### src/rtl/adsr_pkg.sv
// Shared types and constants for the ADSR beat scheduler.
package adsr_pkg;

    typedef logic [1:0] sched_state_t;

    localparam sched_state_t S_IDLE       = 2'd0;
    localparam sched_state_t S_WAIT_FRAME = 2'd1;
    localparam sched_state_t S_RUN        = 2'd2;

    localparam int TICK_HZ_DEFAULT = 250;
    localparam int TICKS_PER_MIN   = 60 * TICK_HZ_DEFAULT;

    function automatic int ticks_per_min(input int tick_hz);
        return 60 * tick_hz;
    endfunction

endpackage

### src/rtl/seq_divider.sv
// Restoring unsigned divider: one quotient bit per clock, exactly W clocks per divide.
module seq_divider #(
    parameter int W = 16
) (
    input  logic         clk,
    input  logic         reset,
    input  logic         start,
    input  logic [W-1:0] dividend,
    input  logic [W-1:0] divisor,
    output logic         busy,
    output logic         done,
    output logic [W-1:0] quotient
);

    localparam int CNT_W = (W > 1) ? $clog2(W) : 1;

    logic [W-1:0]     rem;
    logic [W-1:0]     dvsr;
    logic [CNT_W-1:0] step;
    logic [W:0]       rem_sh;
    logic [W:0]       diff;

    // quotient doubles as the dividend shift register; its MSB feeds the remainder
    assign rem_sh = {rem, quotient[W-1]};
    assign diff   = rem_sh - {1'b0, dvsr};

    always_ff @(posedge clk or posedge reset) begin
        if (reset) begin
            busy     <= 1'b0;
            done     <= 1'b0;
            rem      <= '0;
            dvsr     <= '0;
            quotient <= '0;
            step     <= '0;
        end else begin
            done <= 1'b0;
            if (start && !busy) begin
                busy     <= 1'b1;
                step     <= '0;
                rem      <= '0;
                quotient <= dividend;
                dvsr     <= divisor;
            end else if (busy) begin
                if (!diff[W]) begin
                    rem      <= diff[W-1:0];
                    quotient <= {quotient[W-2:0], 1'b1};
                end else begin
                    rem      <= rem_sh[W-1:0];
                    quotient <= {quotient[W-2:0], 1'b0};
                end
                step <= step + 1'b1;
                if (step == CNT_W'(W - 1)) begin
                    busy <= 1'b0;
                    done <= 1'b1;
                end
            end
        end
    end

endmodule

### src/rtl/adsr_beat_scheduler.sv
// Converts BPM into a beat period in 4 ms ticks and issues frame-aligned envelope triggers.
module adsr_beat_scheduler
    import adsr_pkg::*;
#(
    parameter int CLK_HZ   = 50_000_000,
    parameter int TICK_HZ  = 250,
    parameter int MIN_BPM  = 40,
    parameter int MAX_BPM  = 200,
    parameter int BPM_W    = $clog2(MAX_BPM + 1),
    parameter int PERIOD_W = 16
) (
    input  logic                clk,
    input  logic                reset,
    input  logic [BPM_W-1:0]    bpm_estimate,
    input  logic                bpm_valid,
    input  logic                sched_enable,
    input  logic                frame_start,
    output logic                tick_4ms,
    output logic                beat_trigger,
    output logic                gate,
    output logic [PERIOD_W-1:0] beat_period_ticks,
    output logic                filter_enable_cfg,
    output logic                div_busy
);

    localparam int TPM      = ticks_per_min(TICK_HZ);
    localparam int TICK_DIV = CLK_HZ / TICK_HZ;
    localparam int TCNT_W   = (TICK_DIV > 1) ? $clog2(TICK_DIV) : 1;
    localparam logic [PERIOD_W-1:0] RESET_PERIOD = PERIOD_W'(TPM / MIN_BPM);
    localparam logic [PERIOD_W-1:0] DIVIDEND     = PERIOD_W'(TPM);

    if (longint'(TPM) >= (longint'(1) << PERIOD_W)) begin : g_width_check
        $error("60*TICK_HZ does not fit in PERIOD_W bits");
    end

    // tick generator: free-running, independent of sched_enable
    logic [TCNT_W-1:0] tick_cnt;

    assign tick_4ms = (tick_cnt == TCNT_W'(TICK_DIV - 1));

    always_ff @(posedge clk or posedge reset) begin
        if (reset)         tick_cnt <= '0;
        else if (tick_4ms) tick_cnt <= '0;
        else               tick_cnt <= tick_cnt + 1'b1;
    end

    // BPM intake; a value arriving mid-divide keeps div_req set for a re-divide
    logic [BPM_W-1:0]    shadow_bpm;
    logic [BPM_W-1:0]    bpm_clamped;
    logic                bpm_take;
    logic                div_req;
    logic                div_start;
    logic                div_done;
    logic [PERIOD_W-1:0] div_quot;

    always_comb begin
        bpm_clamped = bpm_estimate;
        if (bpm_estimate < BPM_W'(MIN_BPM))      bpm_clamped = BPM_W'(MIN_BPM);
        else if (bpm_estimate > BPM_W'(MAX_BPM)) bpm_clamped = BPM_W'(MAX_BPM);
    end

    assign bpm_take  = bpm_valid && (bpm_estimate != '0);
    assign div_start = div_req && !div_busy;

    always_ff @(posedge clk or posedge reset) begin
        if (reset) begin
            shadow_bpm <= '0;
            div_req    <= 1'b0;
        end else if (bpm_take) begin
            shadow_bpm <= bpm_clamped;
            div_req    <= 1'b1;
        end else if (div_start) begin
            div_req <= 1'b0;
        end
    end

    seq_divider #(.W(PERIOD_W)) u_div (
        .clk      (clk),
        .reset    (reset),
        .start    (div_start),
        .dividend (DIVIDEND),
        .divisor  ({{(PERIOD_W - BPM_W){1'b0}}, shadow_bpm}),
        .busy     (div_busy),
        .done     (div_done),
        .quotient (div_quot)
    );

    // beat sequencer
    sched_state_t        state;
    logic [PERIOD_W-1:0] beat_cnt;
    logic [PERIOD_W-1:0] cnt_inc;
    logic [PERIOD_W-1:0] pending_period;
    logic                pend_valid;
    logic                have_result;
    logic                fire;

    assign fire              = sched_enable && (state == S_WAIT_FRAME) && frame_start;
    assign cnt_inc           = beat_cnt + 1'b1;
    assign filter_enable_cfg = (state == S_RUN);

    always_ff @(posedge clk or posedge reset) begin
        if (reset) begin
            state             <= S_IDLE;
            beat_cnt          <= '0;
            gate              <= 1'b0;
            beat_trigger      <= 1'b0;
            beat_period_ticks <= RESET_PERIOD;
            pending_period    <= '0;
            pend_valid        <= 1'b0;
            have_result       <= 1'b0;
        end else begin
            beat_trigger <= 1'b0;
            if (div_done) begin
                pending_period <= div_quot;
                have_result    <= 1'b1;
            end
            // a fresh result on a trigger edge stays pending for the next beat
            if (div_done)  pend_valid <= 1'b1;
            else if (fire) pend_valid <= 1'b0;

            if (!sched_enable) begin
                state    <= S_IDLE;
                beat_cnt <= '0;
                gate     <= 1'b0;
            end else begin
                case (state)
                    S_IDLE: if (have_result) state <= S_WAIT_FRAME;
                    S_WAIT_FRAME: if (frame_start) begin
                        state        <= S_RUN;
                        beat_trigger <= 1'b1;
                        gate         <= 1'b1;
                        beat_cnt     <= '0;
                        if (pend_valid) beat_period_ticks <= pending_period;
                    end
                    S_RUN: if (tick_4ms) begin
                        beat_cnt <= cnt_inc;
                        if (cnt_inc >= (beat_period_ticks >> 1)) gate <= 1'b0;
                        if (cnt_inc == beat_period_ticks - 1'b1) begin
                            state <= S_WAIT_FRAME;
                            gate  <= 1'b0;
                        end
                    end
                    default: state <= S_IDLE;
                endcase
            end
        end
    end

endmodule

### config.mk
export PLATFORM = sky130hd
export DESIGN_NAME = adsr_beat_scheduler
export DESIGN_NICKNAME = d
export VERILOG_FILES = /design/src/rtl/adsr_pkg.sv /design/src/rtl/seq_divider.sv /design/src/rtl/adsr_beat_scheduler.sv
export SDC_FILE = /design/constraint.sdc
export NUM_CORES = 1
export LEC_CHECK = 0
export ABC_AREA = 1
export BUFFER_PORTS_ARGS = -buffer_cell sky130_fd_sc_hd__buf_2
export CAP_MARGIN = 15
export CORE_ASPECT_RATIO = 1.5
export CORE_MARGIN = 2
export CORE_UTILIZATION = 45
export CTS_BUF_LIST = sky130_fd_sc_hd__clkbuf_4 sky130_fd_sc_hd__clkbuf_8 sky130_fd_sc_hd__clkbuf_16
export DETAILED_ROUTE_END_ITERATION = 10
export SYNTH_ARGS = -nofsm -noshare
export SYNTH_HDL_FRONTEND = slang
export SYNTH_SLANG_ARGS = --single-unit
### constraint.sdc
create_clock -name clk -period 6.8 [get_ports clk]
set_input_delay 0.34 -clock clk [delete_from_list [all_inputs] [get_ports clk]]
set_output_delay 0.34 -clock clk [all_outputs]
set_load 0.03 [all_outputs]
# Yosys cells after proc, flatten, opt, wreduce, memory -nomap -nowiden
# Cells that the tools add are included.
# classes
eq_ne	11
mux	40
n_reduce_logical	15
order_cmp	3
n_addsub	5
# ops
op	count
16-bit two-way mux	8
16-bit case mux with 2 select lines	1
1-bit two-way mux	19
18-bit by 1-bit adder with 18-bit output (second input constant)	1
18-bit equality test (second input constant)	1
18-bit two-way mux	1
17-bit by 8-bit subtractor with 17-bit output	1
16-bit by 1-bit adder with 16-bit output (second input constant)	1
16-bit equality test	1
16-bit by 15-bit >= comparator with 1-bit output	1
8-bit two-way mux	2
16-bit by 1-bit subtractor with 16-bit output (second input constant)	1
4-bit AND reduction	3
2-bit two-way mux	5
3-bit inequality test (second input constant)	3
8-bit > comparator (second input constant)	1
8-bit by 6-bit < comparator with 1-bit output (second input constant)	1
4-bit two-way mux	2
8-bit nonzero test	1
2-bit case mux with 3 select lines	1
2-bit nonzero test	3
1-bit logical AND	5
4-bit by 1-bit adder with 4-bit output (second input constant)	1
4-bit equality test (second input constant)	1
9 further kinds	9
# word_totals
regBits	127

# Logic depth before layout (Yosys ltp)
# depth
word_depth	7
mapped_depth	18

# Hierarchy
# A second synthesis with hierarchy kept.
# hier_totals
cells_unflattened	1187
hier_area_um2	8589.5
# modules_own_cells
module	area_each_um2	n_inst	cells_each
adsr_beat_scheduler	5077.4	1	697
seq_divider	3512.1	1	490

# Worst setup path after synthesis
# No wires, ideal clock.
# synth_timing
kind	reg-to-reg
startpoint	register beat_cnt[0]
endpoint	register gate
slack_ns	4.501
arrival_time_ns	2.233
required_ns	6.734
path_stages_with_launch	18
path_buffers	0
synth_period_minus_slack_ns	2.299
path_cell_list	dfrtp_1 > ha_1 > nand3_1 > nor2_4 > nand3_1 > nand2_1 > nand2_1 > ha_1 > a21oi_1 > nand2_1 > a21oi_1 > nand2_1 > o21bai_1 > nor2_1 > nand3_1 > nand2_1 > nand2_1 > nand2_1
# synth_via
elab_chain_cells	6
elab_cells_between_ends	9
# synth_rtl
item	line	source
from (decl)	adsr_beat_scheduler.sv:90	logic [PERIOD_W-1:0] beat_cnt;
from (signal assigned)	adsr_beat_scheduler.sv:136	beat_cnt <= cnt_inc;
16-bit by 1-bit adder with 16-bit output *	adsr_beat_scheduler.sv:98	assign cnt_inc = beat_cnt + 1'b1;
branches (longest 5 deep; another with 16-bit by 15-bit >= comparator with 1-bit output)	--	
to (signal assigned)	adsr_beat_scheduler.sv:124	gate <= 1'b0;
to (signal assigned)	adsr_beat_scheduler.sv:137	if (cnt_inc >= (beat_period_ticks >> 1)) gate <= 1'b0;
to (signal assigned)	adsr_beat_scheduler.sv:140	gate <= 1'b0;
to (decl)	adsr_beat_scheduler.sv:20	output logic gate,
# Mark *: on every way between the ends. The select of a mux whose other input is x is not followed.
# A chain may end at the register's enable or synchronous reset.

# Final worst setup path
# Same ends and word-level chain as after synthesis.

==> flow_summary.ini <==
[setup_path]
cp-end-kind = register
required_ns = 7.16
crit_type = register to register
path_common_cell = nand2_1
critPathMaxFanout = 6
crit_buf_inv = 0
critPathArrivalTime_ns = 3.10
cp_slowest_cell = dfrtp_1
slowest_delay_ns = 0.40
cp-start-kind = register
cp-startpoint = beat_cnt[0]$_DFFE_PP0P_
cp_top_family = simple AND/OR/NAND/NOR gates
timing.critical_path.cells = ha_1 -> nand3_1 -> nor2_4 -> nand3_1 -> nand2_1 -> nand2_1 -> ha_1 -> a21oi_1 -> nand2_1 -> a21oi_1 -> nand2_1 -> o21bai_1 -> nor2_1 -> nand3_1 -> nand2_1 -> nand2_1 -> nand2_1
rr_startpoint = beat_cnt[0]$_DFFE_PP0P_

[grt]
grt_max_degree = 54
grtUsageTotal_pct = 21.3
antenna_found_initial = 0
grt_pass1_vias = 6127
grt-ovfl-total = 0
grt_pass1_wl_mm = 29.1

[cts]
cts_hold_buf = 0
clock_latency_ns = 0.42
h-tree-depth = 4
postCtsResizedCells = 0
cts_tree = done
cts_inserted_buffers = 17
clk_pin_slew_worst_paths_ns = 0.06
root_buffer = clkbuf_16
post_cts.repair.setup_buffers = 0
numClockSinks = 127
clock_path_buffers = 2

[floorplan]
io_pins = 34
rows = 56
dieHeight_um = 160
die_w_um = 108
start_util_pct = 46.3
dieArea_mm2 = 0.0172
core_mm2 = 0.0157

[place]
numPortBuffers = 33
dp_hpwl_mm = 12.6
placed_area_mm2 = 0.00763
place_congestion = 0.872
dpl.cell_count = 1183

[synthesis]
synth_fp_nets = 1003
synth_seq_cells = 127
synth_edf_count = 0
yosysSeqAreaShare_pct = 43.9
yosys_warnings = 0
yosys_most_used_dff = dfrtp_1
postSynthAreaPerCell_um2 = 7.55
netlist_area_mm2 = 0.00726
ys_types = 48
syn_inst = 962
async_reset_ff_share_pct = 100

[drt]
dr.pass1.iters = 5
drt_iter0_drc = 342
antenna_left = 0
top_layer = met4
drc = 0
met2_length_mm = 9.19
via_count = 6230
detail_route.wirelength_mm = 17.1
avgViaCountPerCell = 5.13
wl_per_cell_um = 14.1
wl_met3_um = 471
wl_met1_mm = 7.06

[layout]
num_antenna_cells = 0
final_common_cell = nand2_1
stdcell_count = 1215
finalInstanceArea_mm2 = 0.00825
nets = 1040
n_fill_cell = 1551
final_cell_mix = 301 x nand2_1, 134 x inv_1, 120 x dfrtp_1
area_delta_synth_final_pct = 13.5
drive_gt1_share_pct = 10.3

[timing]
drv_slew = 0
finalSetupViolations = 0
relSlewSlack_pct = 41.2
hold_ws_ns = -0.0135
finalCritPeriodShare_pct = 40.3
min_period_ns = 2.74
worst_pin_slew_ns = 0.881
rsz0062_at_grt = no
setup_tns_ns = 0
skew_ns = 0.0125
fmax_mhz = 365
finalHoldViolations = 5

[min_path]
worstHoldPathType = input port to asynchronous set/reset pin

[power]
cellLeakagePower_nw = 4.18
powerDensity_mw_per_mm2 = 424
ir_drop_uv = 182

[run_status]
violations = hold timing
status = complete, but fails checks

[run]
drv_cap = 0
## flip-flops by register name (all words and copies together) (netlist names), 8 cells and up
| signal | flops |
|---|---|
| beat_cnt | 16 |
| u_div.rem | 16 |
| beat_period_ticks | 16 |
| u_div.dvsr | 8 |
| shadow_bpm | 8 |
| u_div.quotient | 16 |
| tick_cnt | 18 |
| pending_period | 16 |
## through the flow
stage / setup slack, ns / util [%] / power [mW]
after CTS: 4.03 / 52.5 / 3.54
after global routing: 3.78 / 52.5 / 3.79
after detailed placement: 4.04 / 48.6 / 2.58
after global placement: 4.06 / 48.6 / 2.56
final: 4.06 / 52.5 / 3.50
after floorplan: 3.09 / - / 2.23
## worst register-to-register path: stages (launching register included)
cell and delay [ns]:
dfrtp_1 0.40, ha_1 0.28, nand3_1 0.19, nor2_4 0.21, nand3_1 0.09, nand2_1 0.07, nand2_1 0.10, ha_1 0.34
a21oi_1 0.14, nand2_1 0.07, a21oi_1 0.11, nand2_1 0.09, o21bai_1 0.16, nor2_1 0.19, nand3_1 0.10, nand2_1 0.06
nand2_1 0.05, nand2_1 0.04
## area by class of cell
cell class | count | area, µm² | share of cell area [%]
Timing Repair Buffer | 39 | 210 | 2.55
Sequential cell | 127 | 3190 | 38.6
Clock inverter | 13 | 161 | 1.96
Clock buffer | 19 | 453 | 5.49
Inverter | 135 | 509 | 6.18
Multi-Input combinational cell | 679 | 3470 | 42.1
Tap cell | 203 | 254 | 3.08
## layer usage
layer	global-route usage (%)	vias to the layer above
met4	8.04	0
met3	3.60	27
met5	0	-
met1	24.5	2916
li1	-	3183
met2	38.7	104
## Yosys cell counts, types with 2 or more instances
library cell    n  area (µm²)
nand2_1       301        1130
inv_1         135         507
dfrtp_1       120        3000
nor2_1         82         308
o21ai_0        69         345
nand3_1        52         260
ha_1           27         338
o22ai_1        22         138
a21oi_1        21         105
nand4_1        20         125
clkbuf_1       14        52.6
xor2_1         13         114
o211ai_1        9        67.6
a22oi_1         7        52.6
dfstp_2         7         184
nor3_1          6        30.0
xnor2_1         6        52.6
nor2_2          5        31.3
o21a_1          4        30.0
buf_4           3        22.5
nand2_2         3        18.8
a21oi_2         2        17.5
and3_1          2        12.5
buf_2           2        10.0
nand3b_1        2        15.0
nor2_4          2        22.5
nor4_1          2        12.5
o21ai_1         2        10.0
o21bai_1        2        15.0
o22ai_2         2        25.0
## logic make-up (layout without fill, tap and decap cells)
kind of cell               Yosys count  count (layout)  synth area share [%]
buffers and inverters              156             206                  8.36
AOI/OAI and AO/OA                  146             146                  12.0
and+or+nand+nor                    486             486                  28.5
adders and majority gates           28              28                  4.93
xor gates and xnor gates            19              19                  2.29
DFF                                127             127                  43.9
## worst paths after layout
check                           slack (ns)  depth (start not counted)                            end
worst max-delay path                  4.06                         17               gate$_DFFE_PP0P_
worst min-delay path                 -0.01                          2          tick_cnt[5]$_DFF_PP0_
worst max register to register        4.06                         17               gate$_DFFE_PP0P_
worst min register to register        0.46                          2        have_result$_DFFE_PP0P_
max in group asynchronous             5.67                          3  u_div.quotient[1]$_DFFE_PP0P_
min in group clk                      0.16                          3      shadow_bpm[3]$_DFFE_PP0P_
## report_power, final
part	leakage, nW	switching [mW]	internal (mW)	total, mW
Combinational	2.33	0.895	0.480	1.38
Sequential	1.55	0.166	1.01	1.18
Clock	0.303	0.348	0.597	0.945
Note: power is estimated with default switching activity, not from simulation.
